### src/rtl/gray_decode_accum.sv
// Bit-serial gray-to-binary decoder (MSB first) feeding a running accumulator
// with a sticky overflow flag and a saturating word counter.
module gray_decode_accum #(
  parameter int WIDTH = 5,
  parameter int ACC_W = 8
) (
  input  logic             clk,
  input  logic             reset,
  input  logic [WIDTH-1:0] Greyin,
  input  logic             in_valid,
  output logic             in_ready,
  input  logic             clr_acc,
  output logic [WIDTH-1:0] bin_out,
  output logic             out_valid,
  output logic [ACC_W-1:0] acc,
  output logic             overflow,
  output logic [3:0]       count
);

  localparam int IDX_W = (WIDTH > 1) ? $clog2(WIDTH) : 1;

  typedef enum logic [1:0] {
    IDLE,
    SHIFT,
    DONE
  } state_t;

  state_t           state;
  state_t           state_next;
  logic [WIDTH-1:0] gray_sr;
  logic [WIDTH-1:0] bin_sr;
  logic [IDX_W-1:0] idx;

  logic             bin_bit;
  logic [WIDTH-1:0] word;
  logic             last_bit;
  logic [ACC_W-1:0] acc_base;
  logic             ovf_base;
  logic [3:0]       count_base;
  logic [ACC_W:0]   sum;

  // bin_sr[0] holds the previously decoded (more significant) bit; it is
  // zeroed on capture so the first step yields b[WIDTH-1] = g[WIDTH-1].
  always_comb begin
    bin_bit  = bin_sr[0] ^ gray_sr[WIDTH-1];
    word     = {bin_sr[WIDTH-2:0], bin_bit};
    last_bit = (state == SHIFT) && (idx == '0);
  end

  // A clear coincident with the final decode step is applied first, so the
  // new word lands on a zeroed accumulator.
  always_comb begin
    acc_base   = clr_acc ? '0 : acc;
    ovf_base   = clr_acc ? 1'b0 : overflow;
    count_base = clr_acc ? 4'd0 : count;
    sum        = {1'b0, acc_base} + {{(ACC_W + 1 - WIDTH){1'b0}}, word};
  end

  // NOTE: every combinational output gets a default before the case so no
  // path leaves a signal unassigned and infers a latch.
  always_comb begin
    state_next = state;
    in_ready   = 1'b0;
    out_valid  = 1'b0;
    case (state)
      IDLE: begin
        in_ready = 1'b1;
        if (in_valid) state_next = SHIFT;
      end
      SHIFT: begin
        if (idx == '0) state_next = DONE;
      end
      DONE: begin
        out_valid  = 1'b1;
        state_next = IDLE;
      end
      default: state_next = IDLE;
    endcase
  end

  // NOTE: sequential state uses non-blocking assignments so every register
  // samples pre-edge values regardless of statement order.
  always_ff @(posedge clk) begin
    if (reset) state <= IDLE;
    else       state <= state_next;
  end

  always_ff @(posedge clk) begin
    if (reset) begin
      gray_sr  <= '0;
      bin_sr   <= '0;
      idx      <= '0;
      bin_out  <= '0;
      acc      <= '0;
      overflow <= 1'b0;
      count    <= 4'd0;
    end else begin
      if (state == IDLE && in_valid) begin
        gray_sr <= Greyin;
        bin_sr  <= '0;
        idx     <= IDX_W'(WIDTH - 1);
      end else if (state == SHIFT) begin
        gray_sr <= gray_sr << 1;
        bin_sr  <= word;
        idx     <= idx - 1'b1;
      end

      if (last_bit) begin
        bin_out  <= word;
        acc      <= sum[ACC_W-1:0];
        overflow <= ovf_base | sum[ACC_W];
        count    <= (count_base == 4'd15) ? count_base : count_base + 4'd1;
      end else if (clr_acc) begin
        acc      <= '0;
        overflow <= 1'b0;
        count    <= 4'd0;
      end
    end
  end

endmodule
### config.mk
export PLATFORM = sky130hd
export DESIGN_NAME = gray_decode_accum
export DESIGN_NICKNAME = d
export VERILOG_FILES = /design/src/rtl/gray_decode_accum.sv
export SDC_FILE = /design/constraint.sdc
export NUM_CORES = 1
export LEC_CHECK = 0
export ABC_AREA = 1
export CELL_PAD_IN_SITES_DETAIL_PLACEMENT = 1
export CELL_PAD_IN_SITES_GLOBAL_PLACEMENT = 2
export CORE_MARGIN = 2
export CORE_UTILIZATION = 30
export DETAILED_ROUTE_END_ITERATION = 7
export PLACE_DENSITY_LB_ADDON = 0.1
export SYNTH_ARGS = -nofsm -noshare
export SYNTH_HDL_FRONTEND = slang
export SYNTH_SLANG_ARGS = --single-unit
### constraint.sdc
create_clock -name clk -period 2.8 [get_ports clk]
set_input_delay 0.42 -clock clk [delete_from_list [all_inputs] [get_ports clk]]
set_output_delay 0.42 -clock clk [all_outputs]
set_load 0.005 [all_outputs]
## Word-level counts from Yosys, hierarchy flattened

Cells that the tools add are included.

| word-level totals | value |
|---|---|
| bits in registers | 32 |
| input bits | 9 |
| output and inout port bits | 20 |
| word-level logic and storage cells | 42 |

| cells by class | value |
|---|---|
| add/sub/neg operators | 3 |
| equal/unequal tests | 5 |
| mux-type cells | 16 |
| bitwise gates (word level) | 2 |
| reduce and logical (&&, ||, !) cells | 7 |

Operator list:

| cell | number |
|---|---|
| 8-bit 2-to-1 mux | 2 |
| 4-bit 2-to-1 mux | 3 |
| 5-bit 2-to-1 mux | 2 |
| 8-bit by 5-bit adder with 9-bit output | 1 |
| 3-bit 2-to-1 mux | 2 |
| 4-bit by 1-bit adder with 4-bit output, second input constant | 1 |
| 4-bit equality test, second input constant | 1 |
| 1-bit 2-to-1 mux | 4 |
| 2-bit 2-to-1 mux | 2 |
| 2-bit != test, second input constant | 2 |
| 2-bit case mux with 2 select lines | 1 |
| 3-bit logical NOT | 1 |
| 3-bit by 1-bit subtractor with 3-bit output, second input constant | 1 |
| 2-bit by 1-bit equality test with 1-bit output, second input constant | 1 |
| 2-bit equality test, second input constant | 1 |
| 1-bit logical AND | 2 |
| 2-bit logical NOT | 1 |
| 2-bit AND reduction | 1 |
| 2-bit nonzero test | 1 |
| 2-bit OR reduction | 1 |
| 1-bit OR | 1 |
| 1-bit XOR | 1 |

## Longest topological paths before layout

| depth | value |
|---|---|
| depth in word-level cells | 4 |
| depth in mapped cells | 13 |
| depth with buffers taken out | 13 |

## Worst setup path after synthesis

OpenSTA, ideal clock, no wires.

| timing path | value |
|---|---|
| path kind | register to register |
| from | register bin_sr[0] |
| to | register acc[6] |
| library setup time | 0.115 ns |
| arrival | 1.670 ns |
| data required time | 2.685 ns |
| path slack | 1.015 ns |
| cell stages (with the launch flop) | 13 |
| buffers on the path | 0 |
| clock period less this slack | 1.785 ns |
| cell sequence | dfxtp_1 -> xor2_1 -> ha_1 -> inv_1 -> fa_1 -> inv_1 -> nand2_1 -> nand2_1 -> nand3_1 -> nand2_1 -> nand3_1 -> nand2_1 -> nor2_1 |

| between the ends | value |
|---|---|
| longest elaborated chain between the ends | 3 |

RTL lines:

| what | line | text |
|---|---|---|
| start, declared | 31 | `logic [WIDTH-1:0] bin_sr;` |
| start signal, assigned | 104 | `bin_sr <= word;` |
| 1-bit XOR | 45 | `bin_bit = bin_sr[0] ^ gray_sr[WIDTH-1];` |
| via bin_bit | 34 | `logic bin_bit;` |
| 8-bit by 5-bit adder with 9-bit output | 56 | `sum = {1'b0, acc_base} + {{(ACC_W + 1 - WIDTH){1'b0}}, word};` |
| 8-bit 2-to-1 mux | 108 | `if (last_bit) begin` |
| end signal, assigned | 110 | `acc <= sum[ACC_W-1:0];` |
| end, declared | 15 | `output logic [ACC_W-1:0] acc,` |

The timed path passes the listed nets, and every way through them passes these cells.
A chain may end at the register's enable or synchronous reset.

## Worst setup path after layout

| timing path | value |
|---|---|
| from | input port clr_acc |
| to | register acc[6] |

| between the ends | value |
|---|---|
| longest elaborated chain between the ends | 3 |

RTL lines:

| what | line | text |
|---|---|---|
| start, declared | 12 | `input logic clr_acc,` |
| 8-bit 2-to-1 mux * | n/a |  |
| 8-bit by 5-bit adder with 9-bit output | 56 |  |
| 8-bit 2-to-1 mux * | 108 |  |

Mark *: on every way between the ends. The rest lies on a longest branch, timed or not.

==> results.py <==
metrics = {
    "synth": {
        "synth_top_family_by_area": "simple AND/OR/NAND/NOR gates",
        "synth.top_cell.area_share_pct": 40.0,
        "yosysSeqAreaShare_pct": 40.0,
        "synth_fa_ha_area_share_pct": 7.49,
        "yosys_warnings": 0,
        "postSynthAreaPerCell_um2": 7.00,
        "synth_top_cell_by_area": "dfxtp_1",
        "synthCells": 229,
        "synth-compound-area-share_pct": 13.0,
        "async_flop_share_pct": 0,
        "synth_area_leaders": "dfxtp_1 (40%), nand2_1 (16%), inv_1 (8.2%)",
        "synth-edff-count": 0,
        "syn_area_um2": 1600,
        "synthXorXnorAreaFrac_pct": 0.546,
        "synth-main-ff-cell": "dfxtp_1",
        "synth_seq_cells": 32,
        "muxShareOfSynthArea_pct": 0,
        "synth-simple-area-share_pct": 28.3,
        "synth_nets": 247,
        "synthDistinctLibCells": 25,
    },
    "floorplan": {
        "dieArea_um2": 5940,
        "die_y_um": 77.1,
        "die_x_um": 77.1,
        "row_count": 26,
        "io-pin-count": 29,
        "start_util_pct": 31.2,
        "core_area_um2": 5140,
    },
    "grt": {
        "track_usage_pct": 15.4,
        "grt_pass1_wl_mm": 7.18,
        "gr-total-overflow": 0,
        "grt_pass1_vias": 1479,
        "grt_max_degree": 16,
        "antenna_found_initial": 0,
    },
    "clock_tree": {
        "cts_tree": "yes",
        "ctsResizeCount": 0,
        "cts_buffer_depth": 2,
        "clock_sinks": 32,
        "cts_root_buffer": "clkbuf_8",
        "post_cts_buffers": 0,
        "cts.reportedPaths.clkPinSlew_ns": 0.07,
        "worstSkewPairLatency_ns": 0.29,
        "h-tree-depth": 2,
        "ctsHoldBuffers": 0,
        "numCtsBuffers": 5,
    },
    "critical_path": {
        "path_cells": "clkdlybuf4s50_1 -> inv_1 -> nand2_1 -> fa_1 -> inv_1 -> nand2_1 -> nand2_1 -> nand3_1 -> nand2_1 -> nand3_1 -> nand2_1 -> nor2_1",
        "critPathBufInv": 3,
        "path_delay_family": "buffers and inverters",
        "crit_slowest_cell": "clkdlybuf4s50_1",
        "critPathRequiredTime_ns": 2.98,
        "cp_common_cell": "nand2_1",
        "slowest_delay_ns": 0.52,
        "crit_path_max_fanout": 8,
        "worst_ep_arrival_time_ns": 2.38,
        "r2r_setup_slack_ns": 0.77,
        "startpoint_type": "input pin",
        "path_class": "input pin to register",
        "end_kind": "register",
    },
    "sta": {
        "fin_tns_setup_ns": 0,
        "maxSlewHeadroom_pct": 77.4,
        "period_needed_ns": 2.20,
        "final_max_slew_viol_count": 0,
        "clock_skew_ns": 0.00662,
        "grt_setup_unrepaired": "no",
        "setup_viol": 0,
        "worst_slew_pin_slew_ns": 0.339,
        "timing.fmax_mhz": 455,
        "min_period_over_period_pct": 78.5,
        "final-hold-violation-count": 0,
    },
    "min_path": {
        "hold_path.class": "register to register",
    },
    "drt": {
        "vias": 1477,
        "drc_errors": 0,
        "drtIter0Drc": 39,
        "wirelength_mm": 4.09,
        "wl_per_cell_um": 12.3,
        "via_per_inst": 4.44,
        "first_pass_iters": 4,
        "ant_nets": 0,
    },
    "final_layout": {
        "fillers": 680,
        "fin_nets": 280,
        "drive_above_1_share_pct": 7.60,
        "ff_latch_area_um2": 641,
        "mostFrequentLayoutCell": "nand2_1",
        "diodes": 0,
        "multi_input_area_um2": 790,
        "final_cell_mix": "nand2_1 (68), inv_1 (35), dfxtp_1 (32)",
        "areaGrowthSynthToFinish_pct": 29.2,
    },
    "pwr": {
        "fin_total_pwr_mw": 1.10,
        "powerDensity_nw_per_um2": 530,
        "vdd_ir_drop_max_mv": 0.216,
        "p_leak_nw": 0.951,
    },
    "placed_design": {
        "portBuffers": 28,
        "place_congestion": 0.708,
        "dp_hpwl_mm": 3.14,
    },
    "flow_run": {
        "cap_violations": 0,
    },
    "status": {
        "status": "finished, final reports clean",
    },
}
## flip-flops by register name, summed over array words and instances (netlist names)
name,flops
acc,8
bin_out,5
gray_sr,5
bin_sr,4
count,4
idx,3
state,2
overflow,1
## stage by stage
step / setup slack, ns / hold WS (ns) / cells / util [%] / cell area (µm²)
floorplan: 1.02 / 0.439 / 229 / - / 1600
global placement: 0.415 / 0.452 / 325 / 38.1 / 1960
detailed placement: 0.306 / 0.454 / 325 / 38.1 / 1960
CTS: 0.604 / 0.466 / 333 / 40.3 / 2070
global route: 0.459 / 0.484 / 333 / 40.3 / 2070
finish: 0.602 / 0.464 / 333 / 40.3 / 2070
## kinds of logic (layout without fill, tap and decap cells)
logic type	Yosys count	after routing
AO/OA/AOI/OAI	37	37
XOR/XNOR	1	1
adder cells (fa/ha/maj)	9	9
buffers and inverters	42	76
flip-flops	32	32
AND/OR/NAND/NOR	108	108
## worst reg2reg max path, cell delays in order, from the launching register on
cell	delay (ns)
dfxtp_1	0.39
xor2_1	0.29
ha_1	0.23
inv_1	0.06
fa_1	0.38
inv_1	0.06
nand2_1	0.06
nand2_1	0.08
nand3_1	0.09
nand2_1	0.11
nand3_1	0.08
nand2_1	0.06
nor2_1	0.04
## final cells by class
cell class	count	area share (%)
repair buffers	31	14.6
inverters	37	6.71
multi-input cells	155	38.1
clock inverters	3	2.05
flip-flops and latches	32	30.9
well taps	70	4.23
clock buffers	5	3.32
## layer usage
| metal | GRT usage [%] | vias to the layer above | share of wire [%] |
|---|---|---|---|
| met5 | 0 | - | 0 |
| met4 | 4.82 | 0 | 1.3 |
| met3 | 3.53 | 7 | 3.1 |
| met2 | 25.4 | 22 | 44 |
| met1 | 20.0 | 665 | 52 |
| li1 | - | 783 | - |
## Yosys cell counts (2+ instances only)
cell type / number
dfxtp_1: 32
o21ai_0: 7
ha_1: 8
nor2_1: 23
inv_1: 35
nand3_1: 11
inv_2: 2
nand2_1: 68
a31oi_1: 4
buf_4: 2
a211oi_1: 2
a21oi_1: 18
clkbuf_1: 2
nor2_2: 2
o21ai_1: 3
## worst paths after layout
path | start | end | cells after the start
setup / recovery | clr_acc | acc[6] | 12
hold / removal | gray_sr[0] | gray_sr[0] | 2
setup reg to reg | bin_sr[0] | acc[6] | 12
hold reg to reg | gray_sr[0] | gray_sr[0] | 2
## power breakdown
group | total (mW) | leakage [nW] | switching [mW] | internal [mW]
combinational | 0.157 | 0.637 | 0.0916 | 0.0656
sequential | 0.493 | 0.260 | 0.0147 | 0.478
clock | 0.447 | 0.0541 | 0.184 | 0.263
Power figures use the tool's default switching activity.
